`src/rtl/rec_pkg.sv`:
```
// Shared transport types: system-state encoding, speed codes, speed helper functions.
// Latency: n/a (types and pure functions only).
// Backpressure: n/a.
package rec_pkg;

    // Encodings are consumed directly by SRAM, I2S and DSP blocks; bit 2 marks record-side states.
    typedef enum logic [2:0] {
        ST_P_STOP  = 3'b000,
        ST_P_PLAY  = 3'b010,
        ST_P_PAUSE = 3'b011,
        ST_R_STOP  = 3'b100,
        ST_INIT    = 3'b101,
        ST_R_REC   = 3'b110,
        ST_R_PAUSE = 3'b111
    } state_t;

    // Speed code: 0000 = x1, 1xxx = x(xxx+1) fast, 0xxx = x1/(xxx+1) slow.
    localparam logic [3:0] SPD_X1   = 4'b0000;
    localparam logic [3:0] SPD_X2   = 4'b1001;
    localparam logic [3:0] SPD_X8   = 4'b1111;
    localparam logic [3:0] SPD_DIV2 = 4'b0001;
    localparam logic [3:0] SPD_DIV8 = 4'b0111;

    // Pointer advance per fetch.
    function automatic logic [3:0] speed_step(input logic [3:0] code);
        return code[3] ? ({1'b0, code[2:0]} + 4'd1) : 4'd1;
    endfunction

    // Number of play requests per fetch.
    function automatic logic [3:0] slow_div(input logic [3:0] code);
        return (!code[3] && (code[2:0] != 3'd0)) ? ({1'b0, code[2:0]} + 4'd1) : 4'd1;
    endfunction

    // One step toward x8, saturating.
    function automatic logic [3:0] speed_faster(input logic [3:0] code);
        if (code == SPD_X1)
            return SPD_X2;
        else if (code[3])
            return (code == SPD_X8) ? SPD_X8 : code + 4'd1;
        else
            return code - 4'd1;
    endfunction

    // One step toward x1/8, saturating.
    function automatic logic [3:0] speed_slower(input logic [3:0] code);
        if (code == SPD_X1)
            return SPD_DIV2;
        else if (code[3])
            return (code == SPD_X2) ? SPD_X1 : code - 4'd1;
        else
            return (code == SPD_DIV8) ? SPD_DIV8 : code + 4'd1;
    endfunction

endpackage

```
`src/rtl/play_pointer.sv`:
```
// Play read pointer: speed-scaled advance, slow-rate request divider, fetch pulse, end-of-recording detect.
// Latency: fetch pulse and address appear one cycle after the accepted request; o_end is combinational.
// Backpressure: none; every request in the enabled state is consumed the cycle it arrives.
// Ports: i_en = in P_PLAY, i_clear = stop key, i_req = DSP sample request, i_speed = speed code,
//        i_rec_len = recording length, o_fetch/o_fetch_addr = SRAM read, o_end = last fetch of recording.
module play_pointer
    import rec_pkg::*;
#(
    parameter int ADDR_W = 20
) (
    input  logic              i_clk,
    input  logic              i_rst_n,
    input  logic              i_en,
    input  logic              i_clear,
    input  logic              i_req,
    input  logic [3:0]        i_speed,
    input  logic [ADDR_W:0]   i_rec_len,
    output logic              o_fetch,
    output logic [ADDR_W-1:0] o_fetch_addr,
    output logic              o_end
);

    logic [ADDR_W-1:0] ptr;
    logic [2:0]        div_cnt;
    logic [3:0]        step;
    logic [3:0]        div;
    logic [ADDR_W:0]   sum;
    logic              take;

    always_comb begin
        step = speed_step(i_speed);
        div  = slow_div(i_speed);
        // One extra bit so the sum never wraps past the end of the address space.
        sum  = {1'b0, ptr} + {{(ADDR_W-3){1'b0}}, step};
        // >= rather than == so a speed change mid-count cannot strand the divider.
        take = i_en && i_req && !i_clear && (({1'b0, div_cnt} + 4'd1) >= div);
        o_end = take && (sum >= i_rec_len);
    end

    always_ff @(posedge i_clk or negedge i_rst_n) begin
        if (!i_rst_n) begin
            ptr          <= '0;
            div_cnt      <= '0;
            o_fetch      <= 1'b0;
            o_fetch_addr <= '0;
        end else begin
            o_fetch <= take;
            if (i_clear) begin
                ptr     <= '0;
                div_cnt <= '0;
            end else if (i_en && i_req) begin
                if (take) begin
                    o_fetch_addr <= ptr;
                    div_cnt      <= '0;
                    ptr          <= o_end ? '0 : sum[ADDR_W-1:0];
                end else begin
                    div_cnt <= div_cnt + 3'd1;
                end
            end
        end
    end

endmodule

```
`src/rtl/transport_ctrl.sv`:
```
// Transport sequencer: system state FSM, play-speed register, record address and recording length.
// Latency: all outputs registered; a key pulse at edge n is reflected after edge n.
// Backpressure: none; key pulses and sample strobes are consumed the cycle they arrive.
// Ports: keys i_play_record/i_stop/i_fast/i_slow, level i_mode/i_init_done, strobes i_rec_valid/i_play_req;
//        o_state system state, o_speed speed code, o_rec_addr/o_rec_len record side, o_fetch/o_fetch_addr play side.
module transport_ctrl
    import rec_pkg::*;
#(
    parameter int                ADDR_W   = 20,
    parameter logic [ADDR_W-1:0] ADDR_MAX = '1
) (
    input  logic              i_clk,
    input  logic              i_rst_n,
    input  logic              i_init_done,
    input  logic              i_play_record,
    input  logic              i_stop,
    input  logic              i_mode,
    input  logic              i_fast,
    input  logic              i_slow,
    input  logic              i_rec_valid,
    input  logic              i_play_req,
    output logic [2:0]        o_state,
    output logic [3:0]        o_speed,
    output logic [ADDR_W-1:0] o_rec_addr,
    output logic [ADDR_W:0]   o_rec_len,
    output logic              o_fetch,
    output logic [ADDR_W-1:0] o_fetch_addr
);

    localparam logic [ADDR_W:0] FULL_LEN = {1'b0, ADDR_MAX} + (ADDR_W+1)'(1);

    state_t state;
    logic   stop_key;
    logic   rec_wr;
    logic   rec_full;
    logic   play_end;

    assign o_state  = state;
    assign stop_key = i_stop && (state != ST_INIT);
    assign rec_wr   = (state == ST_R_REC) && i_rec_valid;
    assign rec_full = rec_wr && (o_rec_addr == ADDR_MAX);

    play_pointer #(.ADDR_W(ADDR_W)) u_play_pointer (
        .i_clk        (i_clk),
        .i_rst_n      (i_rst_n),
        .i_en         (state == ST_P_PLAY),
        .i_clear      (stop_key),
        .i_req        (i_play_req),
        .i_speed      (o_speed),
        .i_rec_len    (o_rec_len),
        .o_fetch      (o_fetch),
        .o_fetch_addr (o_fetch_addr),
        .o_end        (play_end)
    );

    always_ff @(posedge i_clk or negedge i_rst_n) begin
        if (!i_rst_n) begin
            state      <= ST_INIT;
            o_speed    <= SPD_X1;
            o_rec_addr <= '0;
            o_rec_len  <= '0;
        end else begin
            // Record-side states (and INIT) always run at x1.
            if (state[2])
                o_speed <= SPD_X1;
            else if (i_fast && !i_slow)
                o_speed <= speed_faster(o_speed);
            else if (i_slow && !i_fast)
                o_speed <= speed_slower(o_speed);

            if (state == ST_INIT) begin
                if (i_init_done)
                    state <= i_mode ? ST_R_STOP : ST_P_STOP;
            end else if (i_stop) begin
                state <= state[2] ? ST_R_STOP : ST_P_STOP;
                if ((state == ST_R_REC) || (state == ST_R_PAUSE)) begin
                    o_rec_len  <= {1'b0, o_rec_addr};
                    o_rec_addr <= '0;
                end
            end else if (rec_full) begin
                o_rec_len  <= FULL_LEN;
                o_rec_addr <= '0;
                state      <= ST_R_STOP;
            end else if (play_end) begin
                state <= ST_P_STOP;
            end else begin
                if (rec_wr)
                    o_rec_addr <= o_rec_addr + ADDR_W'(1);
                // A play key that has no effect (empty recording) lets a mode change through.
                if (i_play_record && (state == ST_R_STOP)) begin
                    state      <= ST_R_REC;
                    o_rec_addr <= '0;
                end else if (i_play_record && (state == ST_P_STOP) && (o_rec_len != '0))
                    state <= ST_P_PLAY;
                else if (i_play_record && (state == ST_R_REC))
                    state <= ST_R_PAUSE;
                else if (i_play_record && (state == ST_R_PAUSE))
                    state <= ST_R_REC;
                else if (i_play_record && (state == ST_P_PLAY))
                    state <= ST_P_PAUSE;
                else if (i_play_record && (state == ST_P_PAUSE))
                    state <= ST_P_PLAY;
                else if ((state == ST_P_STOP) && i_mode)
                    state <= ST_R_STOP;
                else if ((state == ST_R_STOP) && !i_mode)
                    state <= ST_P_STOP;
            end
        end
    end

endmodule

```
`config.mk`:
```
export PLATFORM = sky130hd
export DESIGN_NAME = transport_ctrl
export DESIGN_NICKNAME = d
export VERILOG_FILES = /design/src/rtl/rec_pkg.sv /design/src/rtl/play_pointer.sv /design/src/rtl/transport_ctrl.sv
export SDC_FILE = /design/constraint.sdc
export NUM_CORES = 1
export LEC_CHECK = 0
export ABC_AREA = 1
export CORE_UTILIZATION = 60
export CTS_CLUSTER_DIAMETER = 100
export DETAILED_ROUTE_END_ITERATION = 10
export GPL_ROUTABILITY_DRIVEN = 0
export PLACE_DENSITY = 0.9
export SLEW_MARGIN = 30
export SYNTH_ARGS = -nofsm -noshare
export SYNTH_HDL_FRONTEND = slang
export SYNTH_HIERARCHICAL = 1
export SYNTH_SLANG_ARGS = --single-unit
```
`constraint.sdc`:
```
create_clock -name i_clk -period 10 [get_ports i_clk]
set_input_delay 2 -clock i_clk [delete_from_list [all_inputs] [get_ports i_clk]]
set_output_delay 2 -clock i_clk [all_outputs]
set_load 0.1 [all_outputs]
```
==> impl_metrics.csv <==
group,metric,value,unit
run_status,outcome,"finished clean",
routing,first_pass_iters,5,
worst_setup_path,endpoint_kind,"flop",
synth,yosys.area_share.simple,0.343,
power,seq_power_share,0.364,
worst_setup_path,cp.arrival,5.66,ns
layout,regArea,2300,um2
timing,fin_crit_sh,0.536,
worst_hold_path,hold_class,"reg -> reg",
worst_setup_path,crit_start,"i_stop",
global_route,grt_start_max_net_pins,69,
layout,stdcell_area,7320,um2
clocking,cts_buffers,9,
synth,synth_edf_count,0,
clocking,clock_sinks,92,
synth,synthMuxAreaShare,0,
floorplanning,pin_count,79,
power,swShare,0.452,
synth,synth.yosys.seq_area_share,0.368,
clocking,cts_buffer_depth,2,
global_route,grt_use_total,0.298,
routing,dr_total_vias,6187,
synth,synth_top_area_share,0.359,
global_route,antenna_found_initial,0,
worst_setup_path,path_class,"in -> reg",
routing,drtAntennaViolNets,0,
synth,synthTopCellsByArea,"dfrtp_1 (36%), nand2_1 (16%), inv_1 (8.9%), ha_1 (7.2%), nor2_1 (5.0%)",
clocking,hold_buffers,0,
clocking,clkSlewWorstSetupHoldPaths,0.08,ns
timing,finalSetupViolations,0,
clocking,htreeDepth,3,
timing,skew,0.0144,ns
power,power_density,162,nW/um2
place,port_buffers,78,
layout,fillCellCount,808,
timing,max_freq,187,MHz
power,max-vdd-ir-drop,0.117,mV
power,power.internal,0.650,mW
layout,finalNetCount,1019,
layout,final_util,0.736,
floorplanning,die_w,104,um
floorplanning,rows,36,
layout,area_growth,16.8,%
routing,wl_per_cell,14.3,um
synth,synth_nets,948,
power,p_switching,0.537,mW
power,power_frac_comb,0.410,
synth,async_flop_share,1.00,
timing,fin_crit,5.36,ns
synth,synth_xor_area_frac,0.0208,
routing,route.detailed.drc,0,
global_route,grt_pass1_wl,26300,um
worst_setup_path,cp_data_required_time,10.30,ns
floorplanning,die_area,10900,um2
timing,maxSlewViolCount,0,
clocking,ctsResizeCount,0,
layout,drive_gt1_frac,0.0512,
power,total_power,1.19,mW
layout,final_cell_mix,"nand2_1 (274), inv_1 (148), dfrtp_1 (90)",
timing,slew_headroom,0.338,
synth,synth_cell_types,41,
synth,synth_top_family_by_area,"simple AND/OR/NAND/NOR gates",
worst_setup_path,worstSetupStartpointType,"input port",
synth,synth_fa_ha_area_frac,0.0750,
synth,netlist_area,6270,um2
layout,final_common_cell,"nand2_1",
routing,drt-total-wl,15900,um
layout,multi_input_area,3270,um2
flow_run,max_cap_viol_count,0,
synth,syn_avg_cell_area,6.96,um2
timing,hold_viol_final,0,
timing,rsz0062_at_grt,"false",
place,dp_hpwl,11600,um
clocking,cts_tree,"yes",
timing,fin_tns_setup,0,ns
floorplanning,die_h,104,um
power,p_clk_frac,0.226,
routing,drt_iter0_drc,407,
synth,ys_seq_elements,92,
synth,synth-main-ff-cell,"dfrtp_1",
place,post_dp_cell_area,7110,um2
worst_hold_path,min_from,"u_play_pointer/o_fetch_addr[3]$_DFFE_PN0P_",
clocking,cts_root_buf,"clkbuf_8",
clocking,cts_setup_buffers,0,
synth,synthCells,901,
power,leakage,3.59,nW
worst_setup_path,worst-path-max-fanout,36,
synth,ys_warn_count,6,
global_route,grt_pass1_vias,5587,
synth,synth_compound_area_frac,0.0822,
clocking,clkLatencyLatePin,0.37,ns
synth,yosys.area.top_type,"dfrtp_1",
worst_setup_path,timing.rr.start,"o_speed[0]$_DFFE_PN0P_",
timing,tightest_slew,0.991,ns
layout,diodes,0,
routing,avgViaCountPerCell,5.57,
floorplanning,core-area,9950,um2
floorplanning,start_util,0.630,
global_route,grt_overflow,0,
-- cells by family after synthesis --
group | Yosys count
AND/OR/NAND/NOR | 493
buffers and inverters | 173
AO/OA/AOI/OAI | 92
flip-flops | 92
adder cells (fa/ha/maj) | 37
XOR/XNOR | 14
-- per-layer routing --
layer | GRT usage | up-vias | wire (um)
met1 | 0.398 | 2833 | 6700
met4 | 0.112 | 0 | 373
met3 | 0.0414 | 37 | 1300
met2 | 0.493 | 290 | 7500
met5 | 0 | - | 0
li1 | - | 3027 | -
-- worst paths after layout --
path	endpoint	slack (ns)	cells past startpoint
min in group asynchronous	u_play_pointer/o_fetch_addr[19]$_DFFE_PN0P_	1.51	1
max reg2reg	o_rec_addr[19]$_DFFE_PN0P_	5.29	25
max in group asynchronous	o_rec_len[13]$_DFFE_PN0P_	7.32	2
min reg2reg	u_play_pointer/o_fetch_addr[3]$_DFFE_PN0P_	0.49	2
min	u_play_pointer/o_fetch_addr[3]$_DFFE_PN0P_	0.49	2
max	u_play_pointer/ptr[2]$_DFFE_PN0P_	4.64	9
-- sequential cells by signal, indices dropped and copies added, names as in the netlist --
| name | flops |
|---|---|
| o_rec_len | 21 |
| o_rec_addr | 20 |
| u_play_pointer/o_fetch_addr | 20 |
| u_play_pointer/ptr | 20 |
| o_speed | 4 |
| o_state | 3 |
| u_play_pointer/div_cnt | 3 |
| u_play_pointer/o_fetch | 1 |
-- through the flow --
stage               cells  hold WS [ns]  setup WS, ns
floorplan             901         0.470          5.74
global placement     1094         0.466          4.55
detailed placement   1094         0.466          4.44
CTS                  1110         0.488          4.80
global route         1110         0.508          4.34
finish               1110         0.488          4.64
-- critical path, cell delays in order --
cell	delay, ns
clkdlybuf4s50_1	0.86
clkinv_1	0.47
nor2_1	0.46
nor2_1	0.12
nand2_2	0.44
inv_2	0.35
nor2_2	0.69
nand2_1	0.15
nand2_1	0.10
-- synthesized netlist by cell type, drive strengths merged, types with 2 or more instances --
cell type / n
xnor2: 3
inv: 152
and2: 3
o21bai: 2
ha: 36
dfrtp: 90
nor4: 3
o21ai: 46
nor3: 21
dfstp: 2
nand4: 32
xor2: 11
nand2: 279
a21oi: 15
nor2: 91
nand3: 64
o22ai: 22
buf: 15
a31oi: 2
clkbuf: 5
-- power groups by stage --
stage	sequential (mW)	clock (mW)	combinational, mW
finish	0.432	0.268	0.486
global route	0.437	0.284	0.529
CTS	0.431	0.268	0.480
detailed placement	0.439	0	0.475
global placement	0.438	0	0.463
floorplan	0.556	0	0.248
-- final cells by class --
cell class	instances	share of cell area
multi-input cells	636	0.447
flip-flops and latches	92	0.315
repair buffers	80	0.108
inverters	153	0.0788
well taps	133	0.0227
clock buffers	11	0.0207
clock inverters	5	0.00820
No activity file was read; power rests on OpenSTA's default activity.
